--- config.mk ---
export PLATFORM = sky130hd
export DESIGN_NAME = pipe_stage_reg_flat
export DESIGN_NICKNAME = d
export VERILOG_FILES = /design/src/rtl/pipe_stage_reg_if.sv /design/src/rtl/pipe_stage_reg.sv /design/src/flat_wrapper.sv
export SDC_FILE = /design/constraint.sdc
export NUM_CORES = 1
export LEC_CHECK = 0
export BUFFER_PORTS_ARGS = -buffer_cell sky130_fd_sc_hd__buf_2
export CAP_MARGIN = 20
export CORE_MARGIN = 4
export CORE_UTILIZATION = 50
export CTS_CLUSTER_DIAMETER = 60
export CTS_CLUSTER_SIZE = 16
export DETAILED_ROUTE_END_ITERATION = 10
export PLACE_DENSITY_LB_ADDON = 0.08
export SETUP_SLACK_MARGIN = 0.4
export SYNTH_ARGS = -nofsm -noshare
export SYNTH_HDL_FRONTEND = slang
export SYNTH_SLANG_ARGS = --single-unit
--- constraint.sdc ---
create_clock -name clk -period 4.32 [get_ports clk]
set_input_delay 0.432 -clock clk [delete_from_list [all_inputs] [get_ports clk]]
set_output_delay 0.432 -clock clk [all_outputs]
set_load 0.01 [all_outputs]
--- src/rtl/pipe_stage_reg_if.sv ---
// Valid/ready data channel between pipeline stages.
// master drives valid/data and samples ready; slave does the opposite.
interface pipe_stage_reg_if #(
  parameter int N = 64
);
  logic         valid;
  logic         ready;
  logic [N-1:0] data;

  modport master (output valid, output data, input ready);
  modport slave  (input valid, input data, output ready);
endinterface

--- src/rtl/pipe_stage_reg.sv ---
// Pipeline-stage register with valid/ready handshaking and a 2-entry skid
// buffer. Every output is a flop, so ready never ripples combinationally
// through a chain of stages. A synchronous flush drops everything held.
module pipe_stage_reg #(
  parameter int           N           = 64,
  parameter logic [N-1:0] RESET_VALUE = '0
) (
  input  logic                clk,
  input  logic                reset,   // asynchronous, active low
  input  logic                flush,
  pipe_stage_reg_if.slave     up,      // d / in_valid / in_ready
  pipe_stage_reg_if.master    dn,      // q / out_valid / out_ready
  output logic [1:0]          count
);

  typedef enum logic [1:0] {
    EMPTY = 2'd0,
    FULL  = 2'd1,
    SKID  = 2'd2
  } state_t;

  state_t       state;
  logic [N-1:0] main_r;
  logic [N-1:0] skid_r;
  logic         out_valid_r;
  logic         in_ready_r;
  logic [1:0]   count_r;

  logic         accept;
  logic         emit;

  // Handshake events use only registered ready/valid, keeping the
  // ready path one flop deep.
  assign accept = up.valid & in_ready_r;
  assign emit   = out_valid_r & dn.ready;

  assign up.ready = in_ready_r;
  assign dn.valid = out_valid_r;
  assign dn.data  = main_r;
  assign count    = count_r;

  // Occupancy FSM; flags are registered alongside the state so they
  // always match it. Flush leaves main/skid untouched, q is don't-care
  // while out_valid is low.
  always_ff @(posedge clk or negedge reset) begin
    if (!reset) begin
      state       <= EMPTY;
      main_r      <= RESET_VALUE;
      skid_r      <= RESET_VALUE;
      out_valid_r <= 1'b0;
      in_ready_r  <= 1'b1;
      count_r     <= 2'd0;
    end else if (flush) begin
      state       <= EMPTY;
      out_valid_r <= 1'b0;
      in_ready_r  <= 1'b1;
      count_r     <= 2'd0;
    end else begin
      unique case (state)
        EMPTY: begin
          if (accept) begin
            state       <= FULL;
            main_r      <= up.data;
            out_valid_r <= 1'b1;
            count_r     <= 2'd1;
          end
        end
        FULL: begin
          if (accept && emit) begin
            // pass-through: head leaves, new word becomes head
            main_r <= up.data;
          end else if (accept) begin
            // downstream stalled: park the new word behind the head
            state      <= SKID;
            skid_r     <= up.data;
            in_ready_r <= 1'b0;
            count_r    <= 2'd2;
          end else if (emit) begin
            state       <= EMPTY;
            out_valid_r <= 1'b0;
            count_r     <= 2'd0;
          end
        end
        SKID: begin
          // in_ready is low here, so only the drain case exists
          if (emit) begin
            state      <= FULL;
            main_r     <= skid_r;
            in_ready_r <= 1'b1;
            count_r    <= 2'd1;
          end
        end
        default: begin
          state       <= EMPTY;
          out_valid_r <= 1'b0;
          in_ready_r  <= 1'b1;
          count_r     <= 2'd0;
        end
      endcase
    end
  end

endmodule

--- src/flat_wrapper.sv ---
// flat-port wrapper written by rule: the top's interface ports become plain ports
module pipe_stage_reg_flat 
#(
  parameter int           N           = 64,
  parameter logic [N-1:0] RESET_VALUE = '0
)
  (clk, reset, flush, count, up_valid, up_data, up_ready, dn_valid, dn_data, dn_ready);
  pipe_stage_reg_if #(.N(N)) up_i ();
  pipe_stage_reg_if #(.N(N)) dn_i ();
  input  logic clk;
  input  logic reset;
  input  logic flush;
  output logic [1:0] count;
  input wire logic [$bits(up_i.valid)-1:0] up_valid;
  input wire logic [$bits(up_i.data)-1:0] up_data;
  output wire logic [$bits(up_i.ready)-1:0] up_ready;
  output wire logic [$bits(dn_i.valid)-1:0] dn_valid;
  output wire logic [$bits(dn_i.data)-1:0] dn_data;
  input wire logic [$bits(dn_i.ready)-1:0] dn_ready;
  assign up_i.valid = up_valid;
  assign up_i.data = up_data;
  assign up_ready = up_i.ready;
  assign dn_valid = dn_i.valid;
  assign dn_data = dn_i.data;
  assign dn_i.ready = dn_ready;
  pipe_stage_reg #(.N(N), .RESET_VALUE(RESET_VALUE)) u_core (.clk(clk), .reset(reset), .flush(flush), .up(up_i), .dn(dn_i), .count(count));
endmodule
# [Word level (Yosys, flattened, before mapping)]
# Index checks and enable logic that the tools add are counted.
[classes] n_eq_ne=14 mux=22 n_bitwise=4 reduce_logical=8
[op_table] operator="$mux 64" count=3
[op_table] operator="$pmux 64 s3" count=1
[op_table] operator="$mux 2" count=6
[op_table] operator="$ne 3x2->1 const B" count=4
[op_table] operator="$reduce_and 4->1" count=3
[op_table] operator="$reduce_and 5->1" count=2
[op_table] operator="$mux 1" count=9
[op_table] operator="$ne 2x1->1 const B" count=3
[op_table] operator="$ne 3x3->1 const B" count=2
[op_table] operator="$pmux 1 s3" count=2
[op_table] operator="$pmux 2 s3" count=1
[op_table] operator="$ne 2x2->1 const B" count=2
[op_table] operator="$ne 4x2->1 const B" count=1
[op_table] operator="$reduce_bool 3->1" count=1
[op_table] operator="$and 1x1->1" count=2
[op_table] operator="$eq 2x1->1 const B" count=1
[op_table] operator="$eq 2x2->1 const B" count=1
[op_table] operator="$logic_not 2->1" count=1
[op_table] operator="$not 1->1" count=2
[op_table] operator="$logic_and 1x1->1" count=1
[word_totals] regBits=132 inputBits=69 output_inout_bits=68 wordCells=53

# [Logic depth before layout (Yosys ltp)]
[logic_depth] word_depth=6 mapped_depth=7

# [Worst setup path before layout]
# OpenSTA, ideal clock, no wires.
[synth_timing] kind="flip-flop to flip-flop" from="register u_core.in_ready_r, in the netlist u_core.up.ready" to="register u_core.skid_r[0]" t_arrival_ns=1.482 required_time_ns=4.192 path_slack_ns=2.711 stages_incl_launch_ff=5 path_buffers=1 cell_sequence="dfstp_2 -> and3b_1 -> nand3_2 -> buf_2 -> mux2_1"
[synth_between] elab_chain_cells=4
[synth_lines] element="start, declared" line="pipe_stage_reg.sv:26" source="logic in_ready_r;"
[synth_lines] element="start signal, assigned" line="pipe_stage_reg.sv:51" source="in_ready_r <= 1'b1;"
[synth_lines] element="start signal, assigned" line="pipe_stage_reg.sv:56" source="in_ready_r <= 1'b1;"
[synth_lines] element="start signal, assigned" line="pipe_stage_reg.sv:76" source="in_ready_r <= 1'b0;"
[synth_lines] element="$and 1x1->1 *" line="pipe_stage_reg.sv:34" source="assign accept = up.valid & in_ready_r;"
[synth_lines] element="$logic_and 1x1->1" line="pipe_stage_reg.sv:69" source="if (accept && emit) begin"
[synth_lines] element="$not 1->1 (no line)"
[synth_lines] element="$reduce_and 4->1 (no line) *"
[synth_lines] element="end signal, assigned" line="pipe_stage_reg.sv:75" source="skid_r <= up.data;"
[synth_lines] element="end, declared" line="pipe_stage_reg.sv:24" source="logic [N-1:0] skid_r;"
# Mark *: on every way between the ends. The rest lies on a longest branch, timed or not.
# A chain may end at the register's enable or synchronous reset.

# [Worst setup path after layout]
[layout_timing] from="register u_core.in_ready_r, in the netlist u_core.up.ready" to="register u_core.skid_r[61]"
# Same word-level chain as after synthesis.

==> impl_metrics.env <==
export IMPL_grt_pass1_wl_um=20800
export IMPL_syn_inst=450
export IMPL_synthSimpleGateAreaFrac_pct=1.65
export IMPL_track_usage_pct=20.0
export IMPL_htreeDepth=4
export IMPL_cts_inserted_buffers=17
export IMPL_synth_compound_area_share_pct=15.5
export IMPL_hold_class="input pin to asynchronous set/reset pin"
export IMPL_die_height_um=117
export IMPL_ios=137
export IMPL_diodes=0
export IMPL_synth_top_family_by_area="multiplexers"
export IMPL_grt_antenna_before_repair=0
export IMPL_hold_violations=0
export IMPL_skew_ns=0.00787
export IMPL_status="complete, no violations"
export IMPL_reg2regPathDepth=3
export IMPL_num_nets_final=645
export IMPL_worstReg2RegStart="u_core.up.ready$_DFFE_PN1P_"
export IMPL_crit_fanout=64
export IMPL_ys_ff_latch=132
export IMPL_post_cts_resized=0
export IMPL_io_buffer_count=136
export IMPL_crit_cells=3
export IMPL_cts_tree="built"
export IMPL_layout_drive_gt1_share_pct=40.3
export IMPL_postCtsHoldBufs=0
export IMPL_rsz0062_at_grt="no"
export IMPL_ys_warn_count=0
export IMPL_dieArea_mm2=0.0137
export IMPL_postCtsSetupBuffers=0
export IMPL_path_class="register to register"
export IMPL_synthAdderAreaFrac_pct=0
export IMPL_crit_buf_inv=0
export IMPL_avgSynthCellArea_um2=13.2
export IMPL_crit_chain="and3b_1 > nand3_4 > mux2_1"
export IMPL_synth_xor_area_share_pct=0.148
export IMPL_reg2reg_slack_ns=1.87
export IMPL_async_reset_ff_share_pct=100
export IMPL_synth_seq_area_share_pct=55.8
export IMPL_coreArea_mm2=0.0115
export IMPL_setup_viol=0
export IMPL_grt_max_degree=101
export IMPL_path_clk_slew_ns=0.06
export IMPL_finalCritPeriodShare_pct=56.8
export IMPL_ir_drop_mv=0.369
export IMPL_clock_sinks=132
export IMPL_setup_tns_ns=0
export IMPL_maxSlewViolCount=0
export IMPL_syn_area_mm2=0.00592
export IMPL_drtPass1Iterations=4
export IMPL_vias=3986
export IMPL_crit_path_end_kind="register"
export IMPL_worstSkewPairLatency_ns=0.41
export IMPL_dieWidth_um=117
export IMPL_cp_arrival_ns=2.74
export IMPL_power_leakage_nw=3.24
export IMPL_synth_cell_types=29
export IMPL_critPathMaxStageDelay_ns=0.76
export IMPL_drc=0
export IMPL_synth_edff_count=0
export IMPL_ys_top_cells_by_count="dfrtp_1, o21ai_0, mux2i_1, mux2_1, o21ai_2"
export IMPL_relSlewSlack_pct=33.9
export IMPL_clock_tree_root_cell="clkbuf_16"
export IMPL_maxCapViolations=0
export IMPL_multi_input_area_mm2=0.00241
export IMPL_drtIter0Drc=273
export IMPL_synth_top_area_share_pct=55.3
export IMPL_reg2reg_to="u_core.skid_r[61]$_DFFE_PN0P_"
export IMPL_initial_core_util_pct=51.4
export IMPL_num_rows=39
export IMPL_powerDensity_mw_per_mm2=687
export IMPL_viasPerCell=5.45
export IMPL_synth_area_leader_cell="dfrtp_1"
export IMPL_crit_family="simple AND/OR/NAND/NOR gates"
export IMPL_cpMaxStageDelayCell="nand3_4"
export IMPL_fmax_mhz=407
export IMPL_synth_main_ff_cell="dfrtp_1"
export IMPL_first_global_vias=4128
export IMPL_cts_buffer_depth=2
export IMPL_required_ns=4.61
export IMPL_ys_top_cells_by_area="dfrtp_1, mux2_1, mux2i_1, o21ai_2, o21ai_0"
export IMPL_wirelength_um=13000
export IMPL_synth_nets=519
export IMPL_gp_congestion=0.777
export IMPL_holdWs_ns=0.114
export IMPL_seqCellArea_mm2=0.00330
export IMPL_endpoint="u_core.skid_r[61]$_DFFE_PN0P_"
export IMPL_n_fill_cell=975
export IMPL_fin_crit_ns=2.45
export IMPL_ant_nets=0
export IMPL_startpoint="u_core.up.ready$_DFFE_PN1P_"
export IMPL_hpwl_um=7920
export IMPL_gr_total_overflow=0
export IMPL_area_growth_pct=21.7
export IMPL_start_kind="register"
export IMPL_synth_most_common_cell="dfrtp_1"
export IMPL_synth_mux_area_share_pct=23.0
export IMPL_wl_per_cell_um=17.8
export IMPL_worst_pin_slew_ns=0.991
-- layout make-up --
class                           instances  area share, %
Clock buffer                           27           7.12
Sequential cell                       132           45.8
Clock inverter                          4          0.625
Multi-Input combinational cell        280           33.5
Inverter                                3          0.156
Tap cell                              143           2.48
Timing Repair Buffer                  142           10.3
-- state kept, by name, indices dropped and copies added, names as in the netlist --
register	count
u_core.dn.data	64
u_core.up.ready	1
u_core.dn.valid	1
u_core.count	2
u_core.skid_r	64
-- cells in the final DEF, fill, tap and decap left out, types with 4 or more instances in the layout --
cell       netlist  layout
clkbuf_1         6       5
nor2_1           5       4
clkbuf_8         0       5
mux2i_1         64      64
mux2_2           4       4
buf_2           20     135
mux2_1          60      60
buf_4            1       5
dfrtp_1        131     131
clkbuf_16        0      17
o21ai_2         60      60
o21ai_0         68      68
-- metrics by stage --
step	worst slack, ns	utilization [%]	power [mW]	cells	instance area (um^2)
after floorplan	2.71	-	3.07	450	5920
after global placement	1.81	57.8	3.57	700	6650
after detailed placement	1.79	57.8	3.65	700	6650
after CTS	1.84	62.6	5.01	731	7210
after global routing	1.74	62.6	5.28	731	7210
final	1.87	62.6	4.95	731	7210
-- power breakdown --
part           internal, mW  total [mW]  switching, mW  leakage, nW
Combinational         0.674        1.45          0.779         1.34
Sequential             1.84        2.14          0.304         1.62
Clock                 0.862        1.35          0.492        0.277
-- worst min path at each step --
stage                                     end  slack (ns)  cells past startpoint
4_1_cts         u_core.dn.data[9]$_DFFE_PN0P_        0.17                      1
3_5_place_dp    u_core.skid_r[52]$_DFFE_PN0P_        0.48                      1
6_report       u_core.dn.data[11]$_DFFE_PN0P_        0.11                      1
2_1_floorplan     u_core.count[0]$_DFFE_PN0P_        0.14                      0
3_3_place_gp    u_core.skid_r[16]$_DFFE_PN0P_        0.47                      1
5_1_grt        u_core.dn.data[11]$_DFFE_PN0P_        0.19                      1
-- logic make-up after synthesis --
kind of cell           count (synthesis)
AO/OA/AOI/OAI                        135
buffers and inverters                 38
XOR/XNOR                               1
flip-flops                           132
multiplexers                         128
AND/OR/NAND/NOR                       16
-- metal layers --
layer | up-vias | global-route usage, % | share of wire (%)
li1 | 1880 | - | -
met2 | 102 | 31.7 | 48
met4 | 0 | 7.95 | 1.7
met3 | 17 | 6.43 | 6.3
met1 | 1987 | 25.8 | 44
met5 | - | 0 | 0
(Power assumes the default switching activity.)
